### src/rtl/hazard_ctrl_if.sv
// rtl/hazard_ctrl_if.sv - pipeline-side signal bundle for the hazard controller
interface hazard_ctrl_if #(
    parameter int REG_AW = 5
);
    logic [REG_AW-1:0] id_rs1;
    logic [REG_AW-1:0] id_rs2;
    logic              id_use_rs1;
    logic              id_use_rs2;
    logic [REG_AW-1:0] ex_rs1;
    logic [REG_AW-1:0] ex_rs2;
    logic [REG_AW-1:0] ex_rd;
    logic              ex_mem_read;
    logic              ex_branch_taken;
    logic              ex_md_start;
    logic              md_done;
    logic [REG_AW-1:0] mem_rd;
    logic [REG_AW-1:0] wb_rd;
    logic              mem_reg_write;
    logic              wb_reg_write;

    logic              pc_en;
    logic              if_id_en;
    logic              id_ex_en;
    logic              ex_mem_en;
    logic              if_id_flush;
    logic              id_ex_flush;
    logic              ex_mem_flush;
    logic [1:0]        fwd_a;
    logic [1:0]        fwd_b;
    logic              md_timeout;
    logic [1:0]        state;

    modport master (
        output id_rs1, id_rs2, id_use_rs1, id_use_rs2,
        output ex_rs1, ex_rs2, ex_rd, ex_mem_read, ex_branch_taken, ex_md_start,
        output md_done, mem_rd, wb_rd, mem_reg_write, wb_reg_write,
        input  pc_en, if_id_en, id_ex_en, ex_mem_en,
        input  if_id_flush, id_ex_flush, ex_mem_flush,
        input  fwd_a, fwd_b, md_timeout, state
    );

    modport slave (
        input  id_rs1, id_rs2, id_use_rs1, id_use_rs2,
        input  ex_rs1, ex_rs2, ex_rd, ex_mem_read, ex_branch_taken, ex_md_start,
        input  md_done, mem_rd, wb_rd, mem_reg_write, wb_reg_write,
        output pc_en, if_id_en, id_ex_en, ex_mem_en,
        output if_id_flush, id_ex_flush, ex_mem_flush,
        output fwd_a, fwd_b, md_timeout, state
    );
endinterface

### src/rtl/hazard_ctrl.sv
// rtl/hazard_ctrl.sv - stall/flush/forward controller for the 5-stage RV32 pipeline
// Optional performance counters are enabled with HAZARD_PERF_CNT_EN.
module hazard_ctrl #(
    parameter int REG_AW     = 5,
    parameter int MD_TIMEOUT = 40,
    parameter int CNT_W      = 32
) (
    input  logic             clk,
    input  logic             reset,
    hazard_ctrl_if.slave     hz
`ifdef HAZARD_PERF_CNT_EN
    ,
    output logic [CNT_W-1:0] stall_cycles,
    output logic [CNT_W-1:0] flush_events,
    output logic [CNT_W-1:0] md_cycles
`endif
);
    localparam int CW = (MD_TIMEOUT > 1) ? $clog2(MD_TIMEOUT) : 1;
    localparam logic [CW-1:0] CNT_LAST = CW'(MD_TIMEOUT - 1);
    localparam logic [REG_AW-1:0] X0 = '0;

    typedef enum logic [1:0] {
        RUN     = 2'b00,
        MD_WAIT = 2'b01,
        DRAIN   = 2'b10
    } state_e;

    state_e        state_q, state_d;
    logic [CW-1:0] cnt_q, cnt_d;
    logic          timeout_q, timeout_d;

    logic       pc_en_c, if_id_en_c, id_ex_en_c, ex_mem_en_c;
    logic       if_id_flush_c, id_ex_flush_c, ex_mem_flush_c;
    logic [1:0] fwd_a_c, fwd_b_c;
    logic       load_use;

    function automatic logic [1:0] fwd_sel(
        input logic [REG_AW-1:0] rs,
        input logic [REG_AW-1:0] mem_rd,
        input logic              mem_wr,
        input logic [REG_AW-1:0] wb_rd,
        input logic              wb_wr
    );
        if (mem_wr && mem_rd != X0 && mem_rd == rs)
            return 2'b10;
        else if (wb_wr && wb_rd != X0 && wb_rd == rs)
            return 2'b01;
        else
            return 2'b00;
    endfunction

    assign load_use = hz.ex_mem_read && (hz.ex_rd != X0) &&
                      ((hz.id_use_rs1 && hz.id_rs1 == hz.ex_rd) ||
                       (hz.id_use_rs2 && hz.id_rs2 == hz.ex_rd));

    always_ff @(posedge clk) begin
        if (reset) begin
            state_q   <= RUN;
            cnt_q     <= '0;
            timeout_q <= 1'b0;
        end else begin
            state_q   <= state_d;
            cnt_q     <= cnt_d;
            timeout_q <= timeout_d;
        end
    end

    always_comb begin
        state_d   = state_q;
        cnt_d     = cnt_q;
        timeout_d = timeout_q;
        case (state_q)
            RUN: begin
                if (!hz.ex_branch_taken && hz.ex_md_start) begin
                    state_d = MD_WAIT;
                    cnt_d   = '0;
                end
            end
            MD_WAIT: begin
                // md_done beats the watchdog when both land in the same cycle
                if (hz.md_done) begin
                    state_d = DRAIN;
                    cnt_d   = '0;
                end else if (cnt_q == CNT_LAST) begin
                    state_d   = DRAIN;
                    cnt_d     = '0;
                    timeout_d = 1'b1;
                end else begin
                    cnt_d = cnt_q + CW'(1);
                end
            end
            DRAIN:   state_d = RUN;
            default: state_d = RUN;
        endcase
    end

    always_comb begin
        pc_en_c        = 1'b1;
        if_id_en_c     = 1'b1;
        id_ex_en_c     = 1'b1;
        ex_mem_en_c    = 1'b1;
        if_id_flush_c  = 1'b0;
        id_ex_flush_c  = 1'b0;
        ex_mem_flush_c = 1'b0;
        fwd_a_c = fwd_sel(hz.ex_rs1, hz.mem_rd, hz.mem_reg_write, hz.wb_rd, hz.wb_reg_write);
        fwd_b_c = fwd_sel(hz.ex_rs2, hz.mem_rd, hz.mem_reg_write, hz.wb_rd, hz.wb_reg_write);
        if (reset) begin
            pc_en_c        = 1'b0;
            if_id_en_c     = 1'b0;
            id_ex_en_c     = 1'b0;
            ex_mem_en_c    = 1'b0;
            if_id_flush_c  = 1'b1;
            id_ex_flush_c  = 1'b1;
            ex_mem_flush_c = 1'b1;
            fwd_a_c        = 2'b00;
            fwd_b_c        = 2'b00;
        end else begin
            case (state_q)
                RUN: begin
                    if (hz.ex_branch_taken) begin
                        if_id_flush_c = 1'b1;
                        id_ex_flush_c = 1'b1;
                    end else if (!hz.ex_md_start && load_use) begin
                        // hold PC and IF/ID, push one bubble into EX
                        pc_en_c       = 1'b0;
                        if_id_en_c    = 1'b0;
                        id_ex_flush_c = 1'b1;
                    end
                end
                MD_WAIT: begin
                    pc_en_c        = 1'b0;
                    if_id_en_c     = 1'b0;
                    id_ex_en_c     = 1'b0;
                    ex_mem_flush_c = 1'b1;
                end
                default: begin
                    pc_en_c    = 1'b0;
                    if_id_en_c = 1'b0;
                    id_ex_en_c = 1'b0;
                end
            endcase
        end
    end

    assign hz.pc_en        = pc_en_c;
    assign hz.if_id_en     = if_id_en_c;
    assign hz.id_ex_en     = id_ex_en_c;
    assign hz.ex_mem_en    = ex_mem_en_c;
    assign hz.if_id_flush  = if_id_flush_c;
    assign hz.id_ex_flush  = id_ex_flush_c;
    assign hz.ex_mem_flush = ex_mem_flush_c;
    assign hz.fwd_a        = fwd_a_c;
    assign hz.fwd_b        = fwd_b_c;
    assign hz.md_timeout   = timeout_q;
    assign hz.state        = state_q;

`ifdef HAZARD_PERF_CNT_EN
    logic [CNT_W-1:0] stall_q, flush_q, md_q;

    always_ff @(posedge clk) begin
        if (reset) begin
            stall_q <= '0;
            flush_q <= '0;
            md_q    <= '0;
        end else begin
            if (!pc_en_c && stall_q != '1)
                stall_q <= stall_q + CNT_W'(1);
            if (state_q == RUN && hz.ex_branch_taken && flush_q != '1)
                flush_q <= flush_q + CNT_W'(1);
            if (state_q == MD_WAIT && md_q != '1)
                md_q <= md_q + CNT_W'(1);
        end
    end

    assign stall_cycles = stall_q;
    assign flush_events = flush_q;
    assign md_cycles    = md_q;
`endif
endmodule

### src/flat_wrapper.sv
// flat-port wrapper written by rule: the top's interface ports become plain ports
module hazard_ctrl_flat 
#(
    parameter int REG_AW     = 5,
    parameter int MD_TIMEOUT = 40,
    parameter int CNT_W      = 32
)
  (clk, reset, hz_id_rs1, hz_id_rs2, hz_id_use_rs1, hz_id_use_rs2, hz_ex_rs1, hz_ex_rs2, hz_ex_rd, hz_ex_mem_read, hz_ex_branch_taken, hz_ex_md_start, hz_md_done, hz_mem_rd, hz_wb_rd, hz_mem_reg_write, hz_wb_reg_write, hz_pc_en, hz_if_id_en, hz_id_ex_en, hz_ex_mem_en, hz_if_id_flush, hz_id_ex_flush, hz_ex_mem_flush, hz_fwd_a, hz_fwd_b, hz_md_timeout, hz_state);
  hazard_ctrl_if #(.REG_AW(REG_AW)) hz_i ();
  input  logic clk;
  input  logic reset;
  input wire logic [$bits(hz_i.id_rs1)-1:0] hz_id_rs1;
  input wire logic [$bits(hz_i.id_rs2)-1:0] hz_id_rs2;
  input wire logic [$bits(hz_i.id_use_rs1)-1:0] hz_id_use_rs1;
  input wire logic [$bits(hz_i.id_use_rs2)-1:0] hz_id_use_rs2;
  input wire logic [$bits(hz_i.ex_rs1)-1:0] hz_ex_rs1;
  input wire logic [$bits(hz_i.ex_rs2)-1:0] hz_ex_rs2;
  input wire logic [$bits(hz_i.ex_rd)-1:0] hz_ex_rd;
  input wire logic [$bits(hz_i.ex_mem_read)-1:0] hz_ex_mem_read;
  input wire logic [$bits(hz_i.ex_branch_taken)-1:0] hz_ex_branch_taken;
  input wire logic [$bits(hz_i.ex_md_start)-1:0] hz_ex_md_start;
  input wire logic [$bits(hz_i.md_done)-1:0] hz_md_done;
  input wire logic [$bits(hz_i.mem_rd)-1:0] hz_mem_rd;
  input wire logic [$bits(hz_i.wb_rd)-1:0] hz_wb_rd;
  input wire logic [$bits(hz_i.mem_reg_write)-1:0] hz_mem_reg_write;
  input wire logic [$bits(hz_i.wb_reg_write)-1:0] hz_wb_reg_write;
  output wire logic [$bits(hz_i.pc_en)-1:0] hz_pc_en;
  output wire logic [$bits(hz_i.if_id_en)-1:0] hz_if_id_en;
  output wire logic [$bits(hz_i.id_ex_en)-1:0] hz_id_ex_en;
  output wire logic [$bits(hz_i.ex_mem_en)-1:0] hz_ex_mem_en;
  output wire logic [$bits(hz_i.if_id_flush)-1:0] hz_if_id_flush;
  output wire logic [$bits(hz_i.id_ex_flush)-1:0] hz_id_ex_flush;
  output wire logic [$bits(hz_i.ex_mem_flush)-1:0] hz_ex_mem_flush;
  output wire logic [$bits(hz_i.fwd_a)-1:0] hz_fwd_a;
  output wire logic [$bits(hz_i.fwd_b)-1:0] hz_fwd_b;
  output wire logic [$bits(hz_i.md_timeout)-1:0] hz_md_timeout;
  output wire logic [$bits(hz_i.state)-1:0] hz_state;
  assign hz_i.id_rs1 = hz_id_rs1;
  assign hz_i.id_rs2 = hz_id_rs2;
  assign hz_i.id_use_rs1 = hz_id_use_rs1;
  assign hz_i.id_use_rs2 = hz_id_use_rs2;
  assign hz_i.ex_rs1 = hz_ex_rs1;
  assign hz_i.ex_rs2 = hz_ex_rs2;
  assign hz_i.ex_rd = hz_ex_rd;
  assign hz_i.ex_mem_read = hz_ex_mem_read;
  assign hz_i.ex_branch_taken = hz_ex_branch_taken;
  assign hz_i.ex_md_start = hz_ex_md_start;
  assign hz_i.md_done = hz_md_done;
  assign hz_i.mem_rd = hz_mem_rd;
  assign hz_i.wb_rd = hz_wb_rd;
  assign hz_i.mem_reg_write = hz_mem_reg_write;
  assign hz_i.wb_reg_write = hz_wb_reg_write;
  assign hz_pc_en = hz_i.pc_en;
  assign hz_if_id_en = hz_i.if_id_en;
  assign hz_id_ex_en = hz_i.id_ex_en;
  assign hz_ex_mem_en = hz_i.ex_mem_en;
  assign hz_if_id_flush = hz_i.if_id_flush;
  assign hz_id_ex_flush = hz_i.id_ex_flush;
  assign hz_ex_mem_flush = hz_i.ex_mem_flush;
  assign hz_fwd_a = hz_i.fwd_a;
  assign hz_fwd_b = hz_i.fwd_b;
  assign hz_md_timeout = hz_i.md_timeout;
  assign hz_state = hz_i.state;
  hazard_ctrl #(.REG_AW(REG_AW), .MD_TIMEOUT(MD_TIMEOUT), .CNT_W(CNT_W)) u_core (.clk(clk), .reset(reset), .hz(hz_i));
endmodule
### config.mk
export PLATFORM = sky130hd
export DESIGN_NAME = hazard_ctrl_flat
export DESIGN_NICKNAME = d
export VERILOG_FILES = /design/src/rtl/hazard_ctrl_if.sv /design/src/rtl/hazard_ctrl.sv /design/src/flat_wrapper.sv
export SDC_FILE = /design/constraint.sdc
export NUM_CORES = 1
export LEC_CHECK = 0
export CORE_MARGIN = 8
export CORE_UTILIZATION = 35
export DETAILED_ROUTE_END_ITERATION = 12
export GPL_TIMING_DRIVEN = 0
export PLACE_DENSITY = 0.88
export SYNTH_ARGS = -nofsm -noshare
export SYNTH_HDL_FRONTEND = slang
export SYNTH_SLANG_ARGS = --single-unit
### constraint.sdc
create_clock -name clk -period 1.8 [get_ports clk]
set_input_delay 0.27 -clock clk [delete_from_list [all_inputs] [get_ports clk]]
set_output_delay 0.27 -clock clk [all_outputs]
set_load 0.05 [all_outputs]
# Word-level counts from Yosys, hierarchy flattened
# Cells that the tools add are included.
# classes
n_reduce_logical,23
muxes,30
n_addsub,1
bitwise_logic,1
n_eq_ne,10
# op_table
op,n
== test 5 bit,6
2-to-1 mux 1 bit,18
2-to-1 mux 6 bit,3
nonzero test 5 bit,3
2-to-1 mux 2 bit,7
logical AND 1 bit,12
case mux 6 bit (2 select lines),1
adder 6 x 1 -> 6 bit (second input constant),1
== test 6 bit (second input constant),1
case mux 2 bit (2 select lines),1
AND reduction 2 bit,2
!= test 3 x 2 -> 1 bit (second input constant),1
AND reduction 3 bit,1
== test 2 x 1 -> 1 bit (second input constant),1
logical NOT 1 bit,2
logical NOT 2 bit,1
!= test 2 x 1 -> 1 bit (second input constant),1
nonzero test 2 bit,1
logical OR 1 bit,1
NOT 1 bit,1
# totals
ff_bits,9
inputBits,45

# Longest topological paths before layout
# depth
depth_word,9
depth_mapped,5

# Worst setup path after synthesis
# Ideal clock, no wire load.
# synth_timing
path_type,reg-to-output
startpoint,"register u_core.state_q[1], in the netlist u_core.hz.state[1]"
endpoint,output hz_pc_en
setup_slack_ns,-1.029
t_required_ns,1.530
path_stages_with_launch,4
arrival_ns,2.559
cell_sequence,dfxtp_1 > nor3_1 > o21a_1 > buf_4
# synth_between
elab_chain_len,3
# synth_lines
item,line_no,source
from (decl),hazard_ctrl.sv:28,"state_e state_q, state_d;"
from (signal assigned),hazard_ctrl.sv:62,state_q <= state_d;
logical NOT 2 bit,--,
2-to-1 mux 1 bit (2 in a row),--,
to (decl),flat_wrapper.sv:27,output wire logic [$bits(hz_i.pc_en)-1:0] hz_pc_en;
# Every way passes these cells.

# Worst setup path after layout
# layout_timing
startpoint,input hz_mem_rd[3]
endpoint,output hz_fwd_a[0]
# layout_between
elab_chain_len,5
elab_cells_between_ends,6
# layout_lines
item,line_no,source
from (decl),flat_wrapper.sv:23,input wire logic [$bits(hz_i.mem_rd)-1:0] hz_mem_rd;
nonzero test 5 bit,hazard_ctrl.sv:44,if (mem_wr && mem_rd != X0 && mem_rd == rs)
logical AND 1 bit,hazard_ctrl.sv:44,
logical AND 1 bit *,hazard_ctrl.sv:44,
2-to-1 mux 2 bit *,hazard_ctrl.sv:44,
2-to-1 mux 2 bit *,hazard_ctrl.sv:107,if (reset) begin
to (decl),flat_wrapper.sv:34,output wire logic [$bits(hz_i.fwd_a)-1:0] hz_fwd_a;
# Every way passes the cells marked *; elsewhere a longest branch is shown, timed or not.

==> results by group <==
Job
  • Max_cap viols: 0

Timing
  • Final slew viol count: 0
  • Final Cycle Share: 108%
  • Slew @ Worst Pin: 0.504 ns
  • Final hold violation count: 0
  • Setup ws final: -0.141 ns
  • Fmax: 515 MHz
  • RSZ-0062 raised after global routing: true
  • Final Setup Violations: 5
  • Crit path time final: 1.94 ns
  • Max Clock Skew: 0.000430 ns
  • Max_slew headroom: 66.3%

Floorplanning
  • CORE AREA: 2430 um2
  • Ports: 59
  • FP Rows: 18
  • Die Footprint: 4390 um2
  • Initial Utilization: 36.3%
  • Chip height: 66.2 um
  • Die Wd: 66.2 um

Pwr
  • Pwr/cell area: 431 nW/um2
  • Worst vdd ir: 0.549 mV
  • P_leak: 0.676 nW

Hold path
  • Hold Startpoint: u_core.hz.md_timeout
  • Hold Path End: u_core.hz.md_timeout
  • Hold/Removal Path Class: flip-flop to flip-flop
  • Hold path cells: 2

Synthesis
  • Most common cell in the netlist: xor2_1
  • Seq cells post-synth: 9
  • Syn Inst Count: 113
  • Warnings, synthesis: 0
  • Post-synth top area share: 20.4%
  • Largest area contributor in the netlist: dfxtp_1
  • Most used flip-flop cell after synthesis: dfxtp_1
  • Post-synth EDFFs: 0
  • Mapped Nets: 159
  • List of most frequent post-synthesis cells: 18 x xor2_1, 12 x xnor2_1, 11 x nand2_1, 11 x nor2_1, 9 x dfxtp_1
  • Number of library cell types mapped by synthesis: 36
  • Sequential share of the synthesized area: 20.4%
  • Mapped Area: 883 um2
  • Synth Area per Inst: 7.82 um2
  • Async SR Flop Fraction: 0%
  • Area contributors post-synth: dfxtp_1 20%, xor2_1 18%, xnor2_1 12%

CTS
  • CTS Buffer Depth: 2
  • H-tree lvl count: 1
  • Num CTS Buffers: 3
  • Clock transition at path regs: 0.06 ns
  • Root Driver: clkbuf_4
  • Worst-Skew Late Latency: 0.25 ns
  • Clock Sinks: 9
  • CTS tree: built
  • Hold buffers post-CTS: 0

Drt
  • TritonRoute pass-1 iters: 5
  • Routed WL: 3.83 mm
  • DR vias: 1155
  • Drt wl/cell: 17.9 um
  • DRC viols: 0
  • Vias/cell: 5.40
  • Antenna Nets Post-Route: 0
  • Iteration-0 DRC Markers: 41

Place
  • GP Congestion: 0.887
  • Placed cells: 201
  • Port Buffer Count: 58
  • HPWL after DPL: 2.85 mm

Final layout
  • Final non-filler cell total: 214
  • Nets: 231
  • P&R area growth vs syn: 88.5%
  • Ant diodes: 0
  • Area of the multi-input gates: 820 um2
  • Fill count: 192
  • Sequential standard cell area: 183 um2
  • Share of cells above drive strength 1: 37.0%
  • Final Core Density: 68.5%

Critical path
  • FF-to-FF path depth: 4
  • CP Class: primary input to primary output
  • CP max FO: 3
  • Worst EP arrival: 1.67 ns
  • Critical Path End Type: primary output
  • RR Endpoint: u_core.cnt_q[3]
  • Crit Reg-Reg Startpoint: u_core.hz.state[0]
  • Worst Setup Start Kind: primary input
  • Crit path required time: 1.53 ns
  • R2R Setup Slk: 0.25 ns

Run status
  • Outcome: finished with violations
  • Violated checks: setup timing

Global route
  • Initial antenna violation count: 0
  • Global-route wire length before repair: 5.63 mm
  • Largest net degree at the start of global routing: 11
  • Global route overflow: 0
  • GRT Overall Usage: 15.7%
  • Vias in the first global route: 1198
[critical path, cell delays in order]
cell and delay [ns]:
buf_8 0.10, or4_4 0.55, o21ai_4 0.16, buf_6 0.14, nor3_4 0.04, nor4_4 0.22, buf_6 0.19
[how the worst max path moves through the flow]
stage,startpoint,to,slack [ns]
floorplan,hz_mem_rd[0],hz_fwd_a[0],-0.26
global placement,hz_mem_rd[0],hz_fwd_a[0],-1.26
detailed placement,hz_mem_rd[0],hz_fwd_a[0],-1.26
CTS,hz_mem_rd[2],hz_fwd_b[0],-0.17
global route,hz_mem_rd[3],hz_fwd_a[0],-0.17
finish,hz_mem_rd[3],hz_fwd_a[0],-0.14
[logic make-up after synthesis]
| kind of cell | Yosys count | share of synthesized area [%] |
|---|---|---|
| and+or+nand+nor | 52 | 31.7 |
| xor gates and xnor gates | 30 | 29.7 |
| AOI/OAI and AO/OA | 17 | 13.9 |
| DFF | 9 | 20.4 |
| buffers and inverters | 3 | 1.70 |
| muxes | 1 | 1.13 |
| adders and majority gates | 1 | 1.42 |
[cells in the final DEF, fill, tap and decap left out, types with 2 or more instances in the layout]
cell type	instances
buf_6	5
clkdlybuf4s15_1	5
nor2_1	11
nor3_1	2
dlygate4sd2_1	9
clkdlybuf4s50_1	12
nand2_1	10
nor3_4	3
buf_4	14
clkbuf_2	6
and2_1	2
a21oi_1	3
dlymetal6s2s_1	3
dfxtp_1	7
nor4_2	4
buf_2	10
dfxtp_2	2
a31oi_1	3
xnor2_1	12
clkbuf_1	2
clkbuf_4	3
or4_4	4
xor2_1	17
buf_8	4
nand3_2	2
nand3_1	4
nor4_4	2
[metal layers]
metal	GRT usage, %	share of wire, %	routed length [um]
met5	0	0	0
met4	5.33	1.1	43
met1	17.3	38	1470
met2	28.3	51	1940
met3	4.07	9.8	376
[per-stage QoR]
step	power, mW	setup TNS (ns)	area, um2	hold slack (ns)	worst slack, ns
2_1_floorplan	0.374	-0.512	943	0.461	-0.262
3_3_place_gp	0.536	-8.42	1560	0.466	-1.26
3_5_place_dp	0.545	-8.45	1560	0.484	-1.26
4_1_cts	0.694	-0.341	1610	0.499	-0.172
5_1_grt	0.754	-0.514	1670	0.526	-0.174
6_report	0.718	-0.342	1670	0.493	-0.141
[layout make-up]
class	instances	area share (%)
buffer	2	0.902
multi-input combinational	101	49.2
inverter	1	0.451
tap	30	2.25
timing repair buffer	67	34.6
clock buffer	4	1.58
sequential	9	11.0
[flip-flops by register name, summed over array words and instances, names as in the netlist]
register	cells
u_core.cnt_q	6
u_core.hz.state	2
u_core.hz.md_timeout	1
[timing repair]
action | 4_1_cts | 5_1_grt
buffers inserted | 4 | 5
resized for setup | 142 | 41
gates cloned | 0 | 0
endpoints found under the setup margin | 11 | 8
pin swaps | 15 | 14
[power breakdown]
group | leakage, nW | internal, mW | switching (mW)
combinational | 0.587 | 0.163 | 0.192
clock | 0.0150 | 0.0854 | 0.0698
sequential | 0.0736 | 0.203 | 0.00516
No activity file was read; power rests on OpenSTA's default activity.
